<file path="src/rtl/traffic_phase_scheduler_pkg.sv">
// Shared state encoding, light codes and the state-to-lights decode for the intersection sequencer.
package traffic_phase_scheduler_pkg;

    typedef enum logic [2:0] {
        HG  = 3'd0,
        HY  = 3'd1,
        AR1 = 3'd2,
        FG  = 3'd3,
        FY  = 3'd4,
        AR2 = 3'd5
    } state_t;

    localparam logic [2:0] GREEN  = 3'b001;
    localparam logic [2:0] YELLOW = 3'b010;
    localparam logic [2:0] RED    = 3'b100;

    typedef struct packed {
        logic [2:0] hwy;
        logic [2:0] farm;
        logic       walk;
    } lights_t;

    // Unused encodings fall to all-red so a corrupted state never shows a go aspect.
    function automatic lights_t decode_lights(input state_t st);
        lights_t l;
        case (st)
            HG:      l = '{hwy: GREEN,  farm: RED,    walk: 1'b0};
            HY:      l = '{hwy: YELLOW, farm: RED,    walk: 1'b0};
            AR1:     l = '{hwy: RED,    farm: RED,    walk: 1'b0};
            FG:      l = '{hwy: RED,    farm: GREEN,  walk: 1'b1};
            FY:      l = '{hwy: RED,    farm: YELLOW, walk: 1'b0};
            AR2:     l = '{hwy: RED,    farm: RED,    walk: 1'b0};
            default: l = '{hwy: RED,    farm: RED,    walk: 1'b0};
        endcase
        return l;
    endfunction

endpackage

</file>
<file path="src/rtl/traffic_phase_scheduler_if.sv">
// Sensor/button inputs and light-driver outputs of the phase sequencer.
interface traffic_phase_scheduler_if;
    logic       sensor;
    logic       ped_req;
    logic [2:0] Highway_Light;
    logic [2:0] Farm_Light;
    logic       ped_walk;
    logic [2:0] phase;

    modport master (
        output sensor, ped_req,
        input  Highway_Light, Farm_Light, ped_walk, phase
    );

    modport slave (
        input  sensor, ped_req,
        output Highway_Light, Farm_Light, ped_walk, phase
    );
endinterface

</file>
<file path="src/rtl/tick_prescaler.sv">
// Free-running divider producing a one-cycle tick every TICK_DIV clocks.
module tick_prescaler #(
    parameter int unsigned TICK_DIV = 50_000_000
) (
    input  logic clk,
    input  logic rst,
    output logic tick
);
    localparam int unsigned CW = (TICK_DIV > 2) ? $clog2(TICK_DIV) : 1;
    localparam logic [CW-1:0] LAST = CW'(TICK_DIV - 1);

    logic [CW-1:0] r_count;

    assign tick = (r_count == LAST);

    // Count 0..TICK_DIV-1 and wrap; state changes never restart it.
    always_ff @(posedge clk) begin
        if (rst) begin
            r_count <= '0;
        end else if (tick) begin
            r_count <= '0;
        end else begin
            r_count <= r_count + CW'(1);
        end
    end
endmodule

</file>
<file path="src/rtl/traffic_phase_scheduler.sv">
// Highway/farm phase sequencer: one phase timer on a 1 s tick, minimum highway green, latched requests.
module traffic_phase_scheduler
    import traffic_phase_scheduler_pkg::*;
#(
    parameter int unsigned TICK_DIV      = 50_000_000,
    parameter int unsigned HWY_MIN_GREEN = 10,
    parameter int unsigned FARM_GREEN    = 10,
    parameter int unsigned YELLOW_T      = 3,
    parameter int unsigned ALLRED_T      = 1,
    parameter int unsigned CNT_W         = 8
) (
    input  logic                       clk,
    input  logic                       rst,
    traffic_phase_scheduler_if.slave   bus
);
    localparam logic [CNT_W-1:0] HG_LAST = CNT_W'(HWY_MIN_GREEN - 1);
    localparam logic [CNT_W-1:0] FG_LAST = CNT_W'(FARM_GREEN - 1);
    localparam logic [CNT_W-1:0] Y_LAST  = CNT_W'(YELLOW_T - 1);
    localparam logic [CNT_W-1:0] AR_LAST = CNT_W'(ALLRED_T - 1);

    logic             w_tick;
    logic             w_any_req;
    state_t           w_next;
    state_t           r_state;
    logic [CNT_W-1:0] r_timer;
    logic             r_req;
    lights_t          r_lights;

    tick_prescaler #(.TICK_DIV(TICK_DIV)) u_prescaler (
        .clk  (clk),
        .rst  (rst),
        .tick (w_tick)
    );

    assign w_any_req = bus.sensor | bus.ped_req;

    // Next phase: timed exits only on a tick; illegal encodings recover to HG immediately.
    always_comb begin
        w_next = r_state;
        case (r_state)
            HG:      w_next = (w_tick && (r_timer == HG_LAST) && (r_req || w_any_req)) ? HY : HG;
            HY:      w_next = (w_tick && (r_timer == Y_LAST))  ? AR1 : HY;
            AR1:     w_next = (w_tick && (r_timer == AR_LAST)) ? FG  : AR1;
            FG:      w_next = (w_tick && (r_timer == FG_LAST)) ? FY  : FG;
            FY:      w_next = (w_tick && (r_timer == Y_LAST))  ? AR2 : FY;
            AR2:     w_next = (w_tick && (r_timer == AR_LAST)) ? HG  : AR2;
            default: w_next = HG;
        endcase
    end

    // State, timer, request latch and lights all registered together so outputs track the state.
    always_ff @(posedge clk) begin
        if (rst) begin
            r_state  <= HG;
            r_timer  <= '0;
            r_req    <= 1'b0;
            r_lights <= decode_lights(HG);
        end else begin
            r_state  <= w_next;
            r_lights <= decode_lights(w_next);
            // HG timer holds at its last value so a late request exits on the next tick.
            if (w_next != r_state) begin
                r_timer <= '0;
            end else if (w_tick && !((r_state == HG) && (r_timer == HG_LAST))) begin
                r_timer <= r_timer + CNT_W'(1);
            end else begin
                r_timer <= r_timer;
            end
            if (w_any_req) begin
                r_req <= 1'b1;
            end else if ((w_next == FG) && (r_state != FG)) begin
                r_req <= 1'b0;
            end else begin
                r_req <= r_req;
            end
        end
    end

    assign bus.Highway_Light = r_lights.hwy;
    assign bus.Farm_Light    = r_lights.farm;
    assign bus.ped_walk      = r_lights.walk;
    assign bus.phase         = r_state;
endmodule

</file>
<file path="src/flat_wrapper.sv">
// flat-port wrapper written by rule: the top's interface ports become plain ports
module traffic_phase_scheduler_flat import traffic_phase_scheduler_pkg::*;
#(
    parameter int unsigned TICK_DIV      = 50_000_000,
    parameter int unsigned HWY_MIN_GREEN = 10,
    parameter int unsigned FARM_GREEN    = 10,
    parameter int unsigned YELLOW_T      = 3,
    parameter int unsigned ALLRED_T      = 1,
    parameter int unsigned CNT_W         = 8
)
  (clk, rst, bus_sensor, bus_ped_req, bus_Highway_Light, bus_Farm_Light, bus_ped_walk, bus_phase);
  traffic_phase_scheduler_if bus_i ();
  input  logic clk;
  input  logic rst;
  input wire logic [$bits(bus_i.sensor)-1:0] bus_sensor;
  input wire logic [$bits(bus_i.ped_req)-1:0] bus_ped_req;
  output wire logic [$bits(bus_i.Highway_Light)-1:0] bus_Highway_Light;
  output wire logic [$bits(bus_i.Farm_Light)-1:0] bus_Farm_Light;
  output wire logic [$bits(bus_i.ped_walk)-1:0] bus_ped_walk;
  output wire logic [$bits(bus_i.phase)-1:0] bus_phase;
  assign bus_i.sensor = bus_sensor;
  assign bus_i.ped_req = bus_ped_req;
  assign bus_Highway_Light = bus_i.Highway_Light;
  assign bus_Farm_Light = bus_i.Farm_Light;
  assign bus_ped_walk = bus_i.ped_walk;
  assign bus_phase = bus_i.phase;
  traffic_phase_scheduler #(.TICK_DIV(TICK_DIV), .HWY_MIN_GREEN(HWY_MIN_GREEN), .FARM_GREEN(FARM_GREEN), .YELLOW_T(YELLOW_T), .ALLRED_T(ALLRED_T), .CNT_W(CNT_W)) u_core (.clk(clk), .rst(rst), .bus(bus_i));
endmodule
</file>
<file path="config.mk">
export PLATFORM = sky130hd
export DESIGN_NAME = traffic_phase_scheduler_flat
export DESIGN_NICKNAME = d
export VERILOG_FILES = /design/src/rtl/traffic_phase_scheduler_pkg.sv /design/src/rtl/traffic_phase_scheduler_if.sv /design/src/rtl/tick_prescaler.sv /design/src/rtl/traffic_phase_scheduler.sv /design/src/flat_wrapper.sv
export SDC_FILE = /design/constraint.sdc
export NUM_CORES = 1
export LEC_CHECK = 0
export BUFFER_PORTS_ARGS = -buffer_cell sky130_fd_sc_hd__clkbuf_2
export CAP_MARGIN = 20
export CELL_PAD_IN_SITES_DETAIL_PLACEMENT = 1
export CELL_PAD_IN_SITES_GLOBAL_PLACEMENT = 1
export CORE_UTILIZATION = 30
export CTS_BUF_LIST = sky130_fd_sc_hd__clkbuf_8
export DETAILED_ROUTE_END_ITERATION = 7
export MAX_ROUTING_LAYER = met4
export PLACE_DENSITY_LB_ADDON = 0.1
export REMOVE_ABC_BUFFERS = 1
export SYNTH_ARGS = -nofsm -noshare
export SYNTH_HDL_FRONTEND = slang
export SYNTH_HIERARCHICAL = 1
export SYNTH_SLANG_ARGS = --single-unit
export TNS_END_PERCENT = 20
</file>
<file path="constraint.sdc">
create_clock -name clk -period 9.6 [get_ports clk]
set_clock_uncertainty 0.2 [all_clocks]
set_input_delay 0.96 -clock clk [delete_from_list [all_inputs] [get_ports clk]]
set_output_delay 0.96 -clock clk [all_outputs]
set_load 0.01 [all_outputs]
</file>
Word-level counts from Yosys, hierarchy flattened
Cells that the tools add are included.
{"block": "word_totals", "reg_bits": 45, "output_inout_bits": 10, "word_cells": 48, "in_bits": 4}
{"block": "classes", "n_eq_ne": 13, "n_reduce_logical": 15, "n_bitwise": 1, "n_mux": 10, "n_addsub": 2}
{"operator": "$pmux W7 S4", "n": 1}
{"operator": "$add A26 B1 Y26 const B", "n": 1}
{"operator": "$eq A26 B26 Y1 const B", "n": 1}
{"operator": "$pmux W3 S6", "n": 1}
{"operator": "$eq A3 B2 Y1 const B", "n": 3}
{"operator": "$eq A3 B3 Y1 const B", "n": 3}
{"operator": "$add A8 B1 Y8 const B", "n": 1}
{"operator": "$eq A8 B2 Y1 const B", "n": 1}
{"operator": "$eq A8 B4 Y1 const B", "n": 1}
{"operator": "$logic_not A8 Y1", "n": 1}
{"operator": "$logic_and A1 B1 Y1", "n": 7}
{"operator": "$eq A3 B1 Y1 const B", "n": 2}
{"operator": "$logic_not A3 Y1", "n": 2}
{"operator": "$mux W3", "n": 2}
{"operator": "$mux W1", "n": 5}
{"operator": "$reduce_or A2 Y1", "n": 2}
{"operator": "$ne A3 B2 Y1 const B", "n": 1}
{"operator": "$ne A3 B3 Y1", "n": 1}
{"operator": "$mux W2", "n": 1}
{"operator": "$reduce_bool A2 Y1", "n": 1}
{"operator": "$logic_not A1 Y1", "n": 1}
{"operator": "$logic_or A1 B1 Y1", "n": 1}
{"operator": "$or A1 B1 Y1", "n": 1}

Logic depth before layout (Yosys ltp)
Gate-level depths: netlist of the first run.
{"block": "depth", "depth_word": 9, "depth_mapped": 10, "ltp_nobuf": 9}

Cells and area by module
The synthesis of the first run kept the hierarchy.
{"mod": "tick_prescaler", "area_each_um2": 1257.5, "cells_each": 147, "seq_area_each_um2": 520.5, "n_inst": 1}
{"mod": "traffic_phase_scheduler", "area_each_um2": 1077.3, "cells_each": 117, "seq_area_each_um2": 360.3, "n_inst": 1}

Worst setup path before layout of the first run
OpenSTA, ideal clock, no wires.
{"block": "synth_path", "path_kind": "register to register", "from": "reg u_core.u_prescaler.r_count[0]", "to": "reg u_core.r_lights, in the netlist u_core/bus.Highway_Light[0]", "path_stages_with_launch": 11, "slack_ns": 6.572, "setup_ns": 0.114, "synth_period_minus_slack_ns": 3.028, "arrival_ns": 2.714, "path_buffers": 1, "required_time_ns": 9.286, "path_cell_list": "dfxtp_1 -> ha_1 -> nand4_1 -> or4b_2 -> nor3_1 -> nor2b_1 -> buf_4 -> nand4b_4 -> a22oi_2 -> a22oi_4 -> a21o_1"}
{"block": "synth_between", "elab_chain_cells": 7, "elab_cells_between_ends": 17, "classes_between": "eq/ne: 4; mux: 8; reduce/logical: 5"}
{"element": "from (decl)", "line_no": "tick_prescaler.sv:12", "text": "logic [CW-1:0] r_count;"}
{"element": "from (signal assigned)", "line_no": "tick_prescaler.sv:23", "text": "r_count <= r_count + CW'(1);"}
{"element": "$eq A26 B26 Y1 (*)", "line_no": "tick_prescaler.sv:14", "text": "assign tick = (r_count == LAST);"}
{"element": "via u_core.w_tick", "line_no": "traffic_phase_scheduler.sv:21", "text": "logic w_tick;"}
{"element": "$logic_and A1 B1 Y1", "line_no": "traffic_phase_scheduler.sv:41, traffic_phase_scheduler.sv:44"}
{"element": "$logic_and A1 B1 Y1", "line_no": "traffic_phase_scheduler.sv:41", "text": "HG: w_next = (w_tick && (r_timer == HG_LAST) && (r_req || w_any_req)) ? HY : HG;"}
{"element": "$mux W1", "line_no": "traffic_phase_scheduler.sv:41"}
{"element": "$pmux W3 S6 (*)", "line_no": "traffic_phase_scheduler.sv:40", "text": "case (r_state)"}
{"element": "$eq A3 B3 Y1 (tied with other cells)", "line_no": "traffic_phase_scheduler_pkg.sv:26", "text": "case (st)"}
{"element": "$pmux W7 S4 (*)", "line_no": "traffic_phase_scheduler_pkg.sv:26"}
{"element": "to (signal assigned)", "line_no": "traffic_phase_scheduler.sv:57", "text": "r_lights <= decode_lights(HG);"}
{"element": "to (signal assigned)", "line_no": "traffic_phase_scheduler.sv:60", "text": "r_lights <= decode_lights(w_next);"}
{"element": "to (decl)", "line_no": "traffic_phase_scheduler.sv:27", "text": "lights_t r_lights;"}
The timed path passes the listed nets; every way through them passes the cells marked *.
A chain may end at the register's enable or synchronous reset.

Final worst setup path of the first run
{"block": "layout_path", "from": "reg u_core.u_prescaler.r_count[0]", "to": "reg u_core.r_lights, in the netlist u_core/bus.Farm_Light[1]"}
The elaborated chain is that of the path after synthesis.

==> key figures, run 1 <==
Run status
  – Outcome: completed

Clock tree
  – Setup Fix Bufs, Post-CTS: 0
  – CTS buffer count: 5
  – Clock sink count: 44
  – Root Driver: clkbuf_8
  – Clk_lat worst skew: around 0.30 ns
  – CTS H-tree lvls: 2
  – Clock slew at reported path FFs: 0.09 ns
  – Clock buffer depth: 2
  – CTS tree: built
  – CTS Hold Bufs: 0
  – CTS resizes: 0

Critical path
  – Cell Chain, Critical Path: ha_1 -> nand4_1 -> or4b_2 -> nor3_1 -> nor2b_1 -> nand3_1 -> o211ai_1 -> a21oi_1 -> and2_1
  – FF-to-FF End: u_core/bus.Farm_Light[1]
  – Worst Setup Start Kind: flip-flop
  – Critical Path AT: 3.77 ns
  – R2R setup slack: 5.82 ns
  – Critical path origin: u_core/u_prescaler/r_count[0]
  – Capture point of the worst path: u_core/bus.Farm_Light[1]
  – Max incr delay on CP: about 0.7 ns
  – Max Fanout on Critical Path: 7
  – CP Capture Type: flip-flop
  – Crit path required time: about 9.6 ns
  – RR Startpoint: u_core/u_prescaler/r_count[0]
  – Critical path type: flip-flop to flip-flop
  – Worst-case reg-to-reg path depth: 9
  – CP max-delay cell: or4b_2

Placed design
  – I/O Buffers: 13
  – Dpl hpwl: approximately 3900 µm
  – Post-DP Area: 0.002447 mm²
  – GP Congestion: about 0.71
  – Post-Place Setup Slack: 5.804 ns

Hold path
  – Hold Path Class: flip-flop to flip-flop

Floorplan
  – Num ports: 14
  – Rows: 31
  – Core area: 0.007370 mm²
  – Die X: approximately 90 µm
  – Die ar.: 0.008140 mm²
  – Initial core utilization: 31.68%
  – Die Y: 90.22 µm

Timing
  – PnR worst setup slack: approximately 5.8 ns
  – Fin crit period: 3.779 ns
  – Maximum operating frequency: 0.2646 GHz
  – Final Cycle Share: 39.37%
  – Worst slew margin: 53.04%
  – RSZ-0062 raised after global routing: no
  – Fin. Hold Viols: 0
  – Total Neg Setup Slack: 0 ns
  – Slew Viols, Final: 0
  – Worst-Margin Slew: approximately 0.70 ns
  – Setup Viol. Count Final: 0

Detailed routing
  – Initial drt markers: 31
  – 1st-pass router iterations: 4
  – Via count: roughly 1900
  – Vias per cell: just over 5
  – DRC errors left: 0
  – Total wire length: 5512 µm
  – Per-cell routed wire length: 14.86 µm
  – ANT nets after route: 0

Synthesis
  – Post-synth EDFFs: 0
  – Post-synthesis cell area: about 0.0023 mm²
  – Async S/R FF share, synth: 0%
  – Unique masters post-synth: 55
  – Top_reg_cell synth: dfxtp_1
  – Cell count after synthesis: 264
  – Register area share after synthesis: 37.73%
  – Average cell area after synthesis: 8.844 µm²
  – Area leader, netlist: dfxtp_1
  – FF+latch count, synth: 44
  – Synth top area share: 37.73%
  – Yosys warning count: 6
  – Largest cells by area after synthesis: dfxtp_1 38%, nor2_1 4.5%, xor2_1 4.5%

Global route
  – Initial antenna violation count: 0
  – Largest net degree at the start of global routing: 26
  – First-pass GRT wire length: 9453 µm
  – Grt ovf: 0
  – GR Util All Layers: 14.80%
  – Vias in the first global route: roughly 2000

Cells and area
  – Design area: 0.002555 mm²
  – Final Core Density: 34.67%
  – Area grow syn2layout: 9.432%
  – Footprint of the multi-input gates: 0.001340 mm²
  – FF+latch area: 880.8 µm²
  – Share of layout cells above drive strength 1: between 15 and 20%
  – Fillers: 888
  – Nets: 280
  – Most frequent cells in the layout: 44 x dfxtp_1, 28 x nor2_1, 22 x nand2_1, 16 x a21oi_1, 15 x nand3_1
  – Antenna Cells: 0
  – Commonest non-fill, non-tap cell in the layout: dfxtp_1

Pwr
  – Peak supply drop: 49.63 µV
  – Leakage: a little under 0.0009 µW
  – Power Total: 316.4 µW
  – Pwr dens: ~120 mW/mm²

Run
  – Max-cap viol count: 0
## cells by family (layout without fill, tap and decap cells)
| family | count (synthesis) | count (layout) | synth area share, % |
|---|---|---|---|
| mux | 1 | 1 | 0.4287 |
| fa+ha+maj | 5 | 5 | 2.680 |
| simple gates | 125 | 125 | 32.26 |
| compound gates | 46 | 46 | 14.90 |
| buf+inv | 24 | 32 | 4.877 |
| flops | 44 | 44 | 37.73 |
| xor+xnor | 19 | 19 | 7.128 |
## worst min-delay path by stage
stage	from	to	slack, ns	cells past startpoint
after floorplan	u_core/u_prescaler/r_count[0]	u_core/u_prescaler/r_count[0]	0.24	1
after global placement	u_core/u_prescaler/r_count[0]	u_core/u_prescaler/r_count[0]	0.26	1
after detailed placement	u_core/u_prescaler/r_count[0]	u_core/u_prescaler/r_count[0]	0.27	1
after CTS	u_core/u_prescaler/r_count[0]	u_core/u_prescaler/r_count[0]	0.29	1
after global routing	u_core/u_prescaler/r_count[0]	u_core/u_prescaler/r_count[0]	0.32	1
final	u_core/u_prescaler/r_count[0]	u_core/u_prescaler/r_count[0]	0.28	1
## cells in the mapped netlist, drive strengths merged, types with 7 or more instances
library cell / instances
dfxtp: 44
nor2: 28
nand2: 22
a21oi: 17
nand3: 15
nand4: 12
xor2: 12
buf: 10
inv: 10
o21ai: 10
nor3: 8
or4: 7
xnor2: 7
## registers in the layout (all words and copies together), names as in the netlist
name,count
u_core/bus.Highway_Light,3
u_core/r_req,1
u_core/bus.phase,3
u_core/bus.Farm_Light,3
u_core/u_prescaler/r_count,26
u_core/r_timer,8
## per-stage QoR
step | hold WS, ns | instances
4_1_cts | 0.2922 | 370
2_1_floorplan | 0.2408 | 250
5_1_grt | 0.3190 | 371
6_report | 0.2819 | 371
3_3_place_gp | 0.2591 | 362
3_5_place_dp | 0.2687 | 362
## worst max-delay path, delay by kind of cell (launching register included)
| kind | cells | cell delay [ns] |
|---|---|---|
| simple gates | 6 | 2.41 |
| compound gates | 2 | 0.42 |
| flops | 1 | 0.40 |
| fa+ha+maj | 1 | 0.25 |
## report_power, final
group | total [µW] | switching (µW) | internal (µW) | leakage, µW
Combinational | 8.52 | 5.42 | 3.09 | 0.000489
Sequential | 185 | 1.47 | 184 | 0.000355
Clock | 123 | 65.2 | 57.6 | 0.0000510
## layout make-up
cell class,count,share of cell area (%)
Multi-Input combinational cell,196,52.45
Sequential cell,44,34.48
Timing Repair Buffer,14,3.134
Clock inverter,2,0.3918
Tap cell,99,4.848
Clock buffer,6,3.232
Inverter,10,1.469
## routing by layer
| layer | vias to the layer above | track usage, % | part of all wire, % |
|---|---|---|---|
| li1 | 961 | - | - |
| met1 | 929 | 18.06 | 49 |
| met2 | 16 | 24.75 | 48 |
| met3 | 5 | 2.792 | 2.0 |
| met4 | 0 | 4.435 | 0.65 |
| met5 | - | - | 0 |
Power figures use the tool's default switching activity.
==> run 2, diff against run 1 <==
clock period = 3.2 ns   (was 9.6 ns; I/O delays follow)
==> key figures, run 2 (synthesized netlist as in run 1, its figures left out) <==
Timing
  – Fin crit period: 2.918 ns (-0.8610 ns)
  – Worst-Margin Slew: 0.5704 ns (-0.1325 ns)
  – Slew Viols, Final: 0 (unchanged)
  – Total Neg Setup Slack: 0 ns (unchanged)
  – Fin. Hold Viols: 0 (unchanged)
  – Setup Viol. Count Final: 0 (unchanged)
  – RSZ-0062 raised after global routing: no
  – Min Hold Slack: 0.07279 ns (-0.2091 ns)
  – Final Cycle Share: 91.20% (+52 points)
  – PnR worst setup slack: 0.2817 ns (-5.539 ns)
  – Worst slew margin: 61.92% (+8.9 points)
  – Maximum operating frequency: 0.3427 GHz (+30%)

Placed design
  – Dpl hpwl: 3969 µm (+0.89%)
  – I/O Buffers: 13 (unchanged)
  – GP Congestion: 0.7499 (+6.0%)
  – Post-DP Area: 0.002500 mm² (+2.1%)
  – Post-Place Setup Slack: 0.03862 ns (-5.765 ns)

Floorplan
  – Rows: 31 (unchanged)
  – Die X: 90.22 µm (unchanged)
  – Die ar.: 0.008140 mm² (unchanged)
  – Initial core utilization: 31.68% (unchanged)
  – Num ports: 14 (unchanged)
  – Core area: 0.007370 mm² (unchanged)
  – Die Y: 90.22 µm (unchanged)

Pwr
  – Peak supply drop: 163.4 µV (+230%)
  – Leakage: 0.0009229 µW (+3.1%)
  – Pwr dens: 360.0 mW/mm² (+190%)

Cells and area
  – Commonest non-fill, non-tap cell in the layout: dfxtp_1
  – Fillers: 891 (+0.34%)
  – Most frequent cells in the layout: 44 x dfxtp_1, 28 x nor2_1, 22 x nand2_1, 16 x a21oi_1, 15 x nand3_1
  – Largest registers: u_core/u_prescaler/r_count x26, u_core/r_timer x8
  – Antenna Cells: 0 (unchanged)
  – Share of layout cells above drive strength 1: 17.63% (+2.2 points)
  – Max reg flops: 26 (unchanged)
  – Nets: 286 (+2.1%)
  – Design area: 0.002596 mm² (+1.6%)
  – Area grow syn2layout: 11.20%
  – Final Core Density: 35.23% (+0.56 points)
  – Reg with most FFs: u_core/u_prescaler/r_count

Detailed routing
  – Total wire length: 5461 µm (-0.93%)
  – DRC errors left: 0 (unchanged)
  – Initial drt markers: 43 (+39%)
  – Per-cell routed wire length: 14.49 µm (-2.5%)
  – Vias per cell: 5.085 (-1.3%)
  – Via count: 1917 (+0.31%)
  – ANT nets after route: 0 (unchanged)
  – 1st-pass router iterations: 4 (unchanged)

Critical path
  – R2R setup slack: 0.28 ns (-5.54 ns)
  – Worst-case reg-to-reg path depth: 10 (+1)
  – Max Fanout on Critical Path: 7 (unchanged)
  – Worst Setup Start Kind: flip-flop
  – CP Capture Type: flip-flop
  – FF-to-FF End: u_core/bus.Highway_Light[1]
  – Critical path type: flip-flop to flip-flop
  – RR Startpoint: u_core/u_prescaler/r_count[1]
  – Crit path required time: 3.23 ns (-6.36 ns)
  – Critical Path AT: 2.95 ns (-0.82 ns)

Run
  – Max-cap viol count: 0 (unchanged)

Clock tree
  – Clock buffer depth: 2 (unchanged)
  – Clock sink count: 44 (unchanged)
  – CTS tree: built
  – CTS H-tree lvls: 2 (unchanged)
  – Clk_lat worst skew: 0.30 ns (about the same)
  – Root Driver: clkbuf_8
  – Clock slew at reported path FFs: 0.09 ns (about the same)
  – Setup Fix Bufs, Post-CTS: 0 (unchanged)
  – CTS buffer count: 5 (unchanged)

Run status
  – Outcome: completed

Global route
  – GR Util All Layers: 14.49% (-0.31 points)
  – Vias in the first global route: 1860 (-5.0%)
  – Initial antenna violation count: 0 (unchanged)
  – Largest net degree at the start of global routing: 26 (unchanged)
  – Grt ovf: 0 (unchanged)
  – First-pass GRT wire length: 9321 µm (-1.4%)

Hold path
  – Hold Path End: u_core/r_req
  – Hold path start: bus_sensor
  – Hold Path Class: input port to flip-flop
  – Hold path depth: 3 (+2)
run 2: through the flow:
step | instances | total power, µW
after CTS | 377 | 961.2
after global routing | 377 | 983.2
after floorplan | 250 | 582.1
after detailed placement | 369 | 596.2
after global placement | 369 | 595.9
final | 377 | 934.8
run 2: worst max path at each step:
| stage | to | from |
|---|---|---|
| floorplan | u_core/bus.Highway_Light[0] | u_core/u_prescaler/r_count[0] |
| global placement | u_core/bus.Highway_Light[1] | u_core/u_prescaler/r_count[1] |
| detailed placement | u_core/bus.Highway_Light[1] | u_core/u_prescaler/r_count[1] |
| CTS | u_core/bus.Highway_Light[1] | u_core/u_prescaler/r_count[1] |
| global route | u_core/bus.Highway_Light[1] | u_core/u_prescaler/r_count[1] |
| finish | u_core/bus.Highway_Light[1] | u_core/u_prescaler/r_count[1] |
run 2: metal layers:
metal / vias up / GRT usage, % / routed length [µm]
met5: - / - / 0
met4: 0 / 5.242 / 63
met3: 6 / 2.284 / 97
met2: 14 / 23.09 / 2675
met1: 927 / 18.50 / 2624
li1: 970 / - / -
run 2: report_power, final:
group          switching, µW  internal, µW  leakage (µW)
registers               2.87           551      0.000355
logic                   18.3          10.2      0.000520
clock network            200           152     0.0000479
total                    221           714      0.000923
run 2: cell type report:
type	count	area, µm²	share of cell area, %
well taps	99	123.9	4.771
clock buffers	5	68.82	2.651
clock inverters	3	18.77	0.7229
inverters	10	37.54	1.446
flip-flops and latches	44	880.8	33.93
repair buffers	20	117.6	4.530
multi-input cells	196	1349	51.95
run 2: critical path: stages (launching register included):
cell	delay [ns]
dfxtp_1	0.38
ha_1	0.24
nand4_1	0.19
or4b_4	0.59
nor3_2	0.17
nor2b_1	0.16
buf_4	0.19
nand3_1	0.10
o211ai_1	0.28
o21a_1	0.20
nor3b_2	0.16
run 2: timing repair:
action                                  in CTS  in global routing
endpoints found under the setup margin       0                 14
hold buffers                                 0                  0
resized for setup                            0                  2
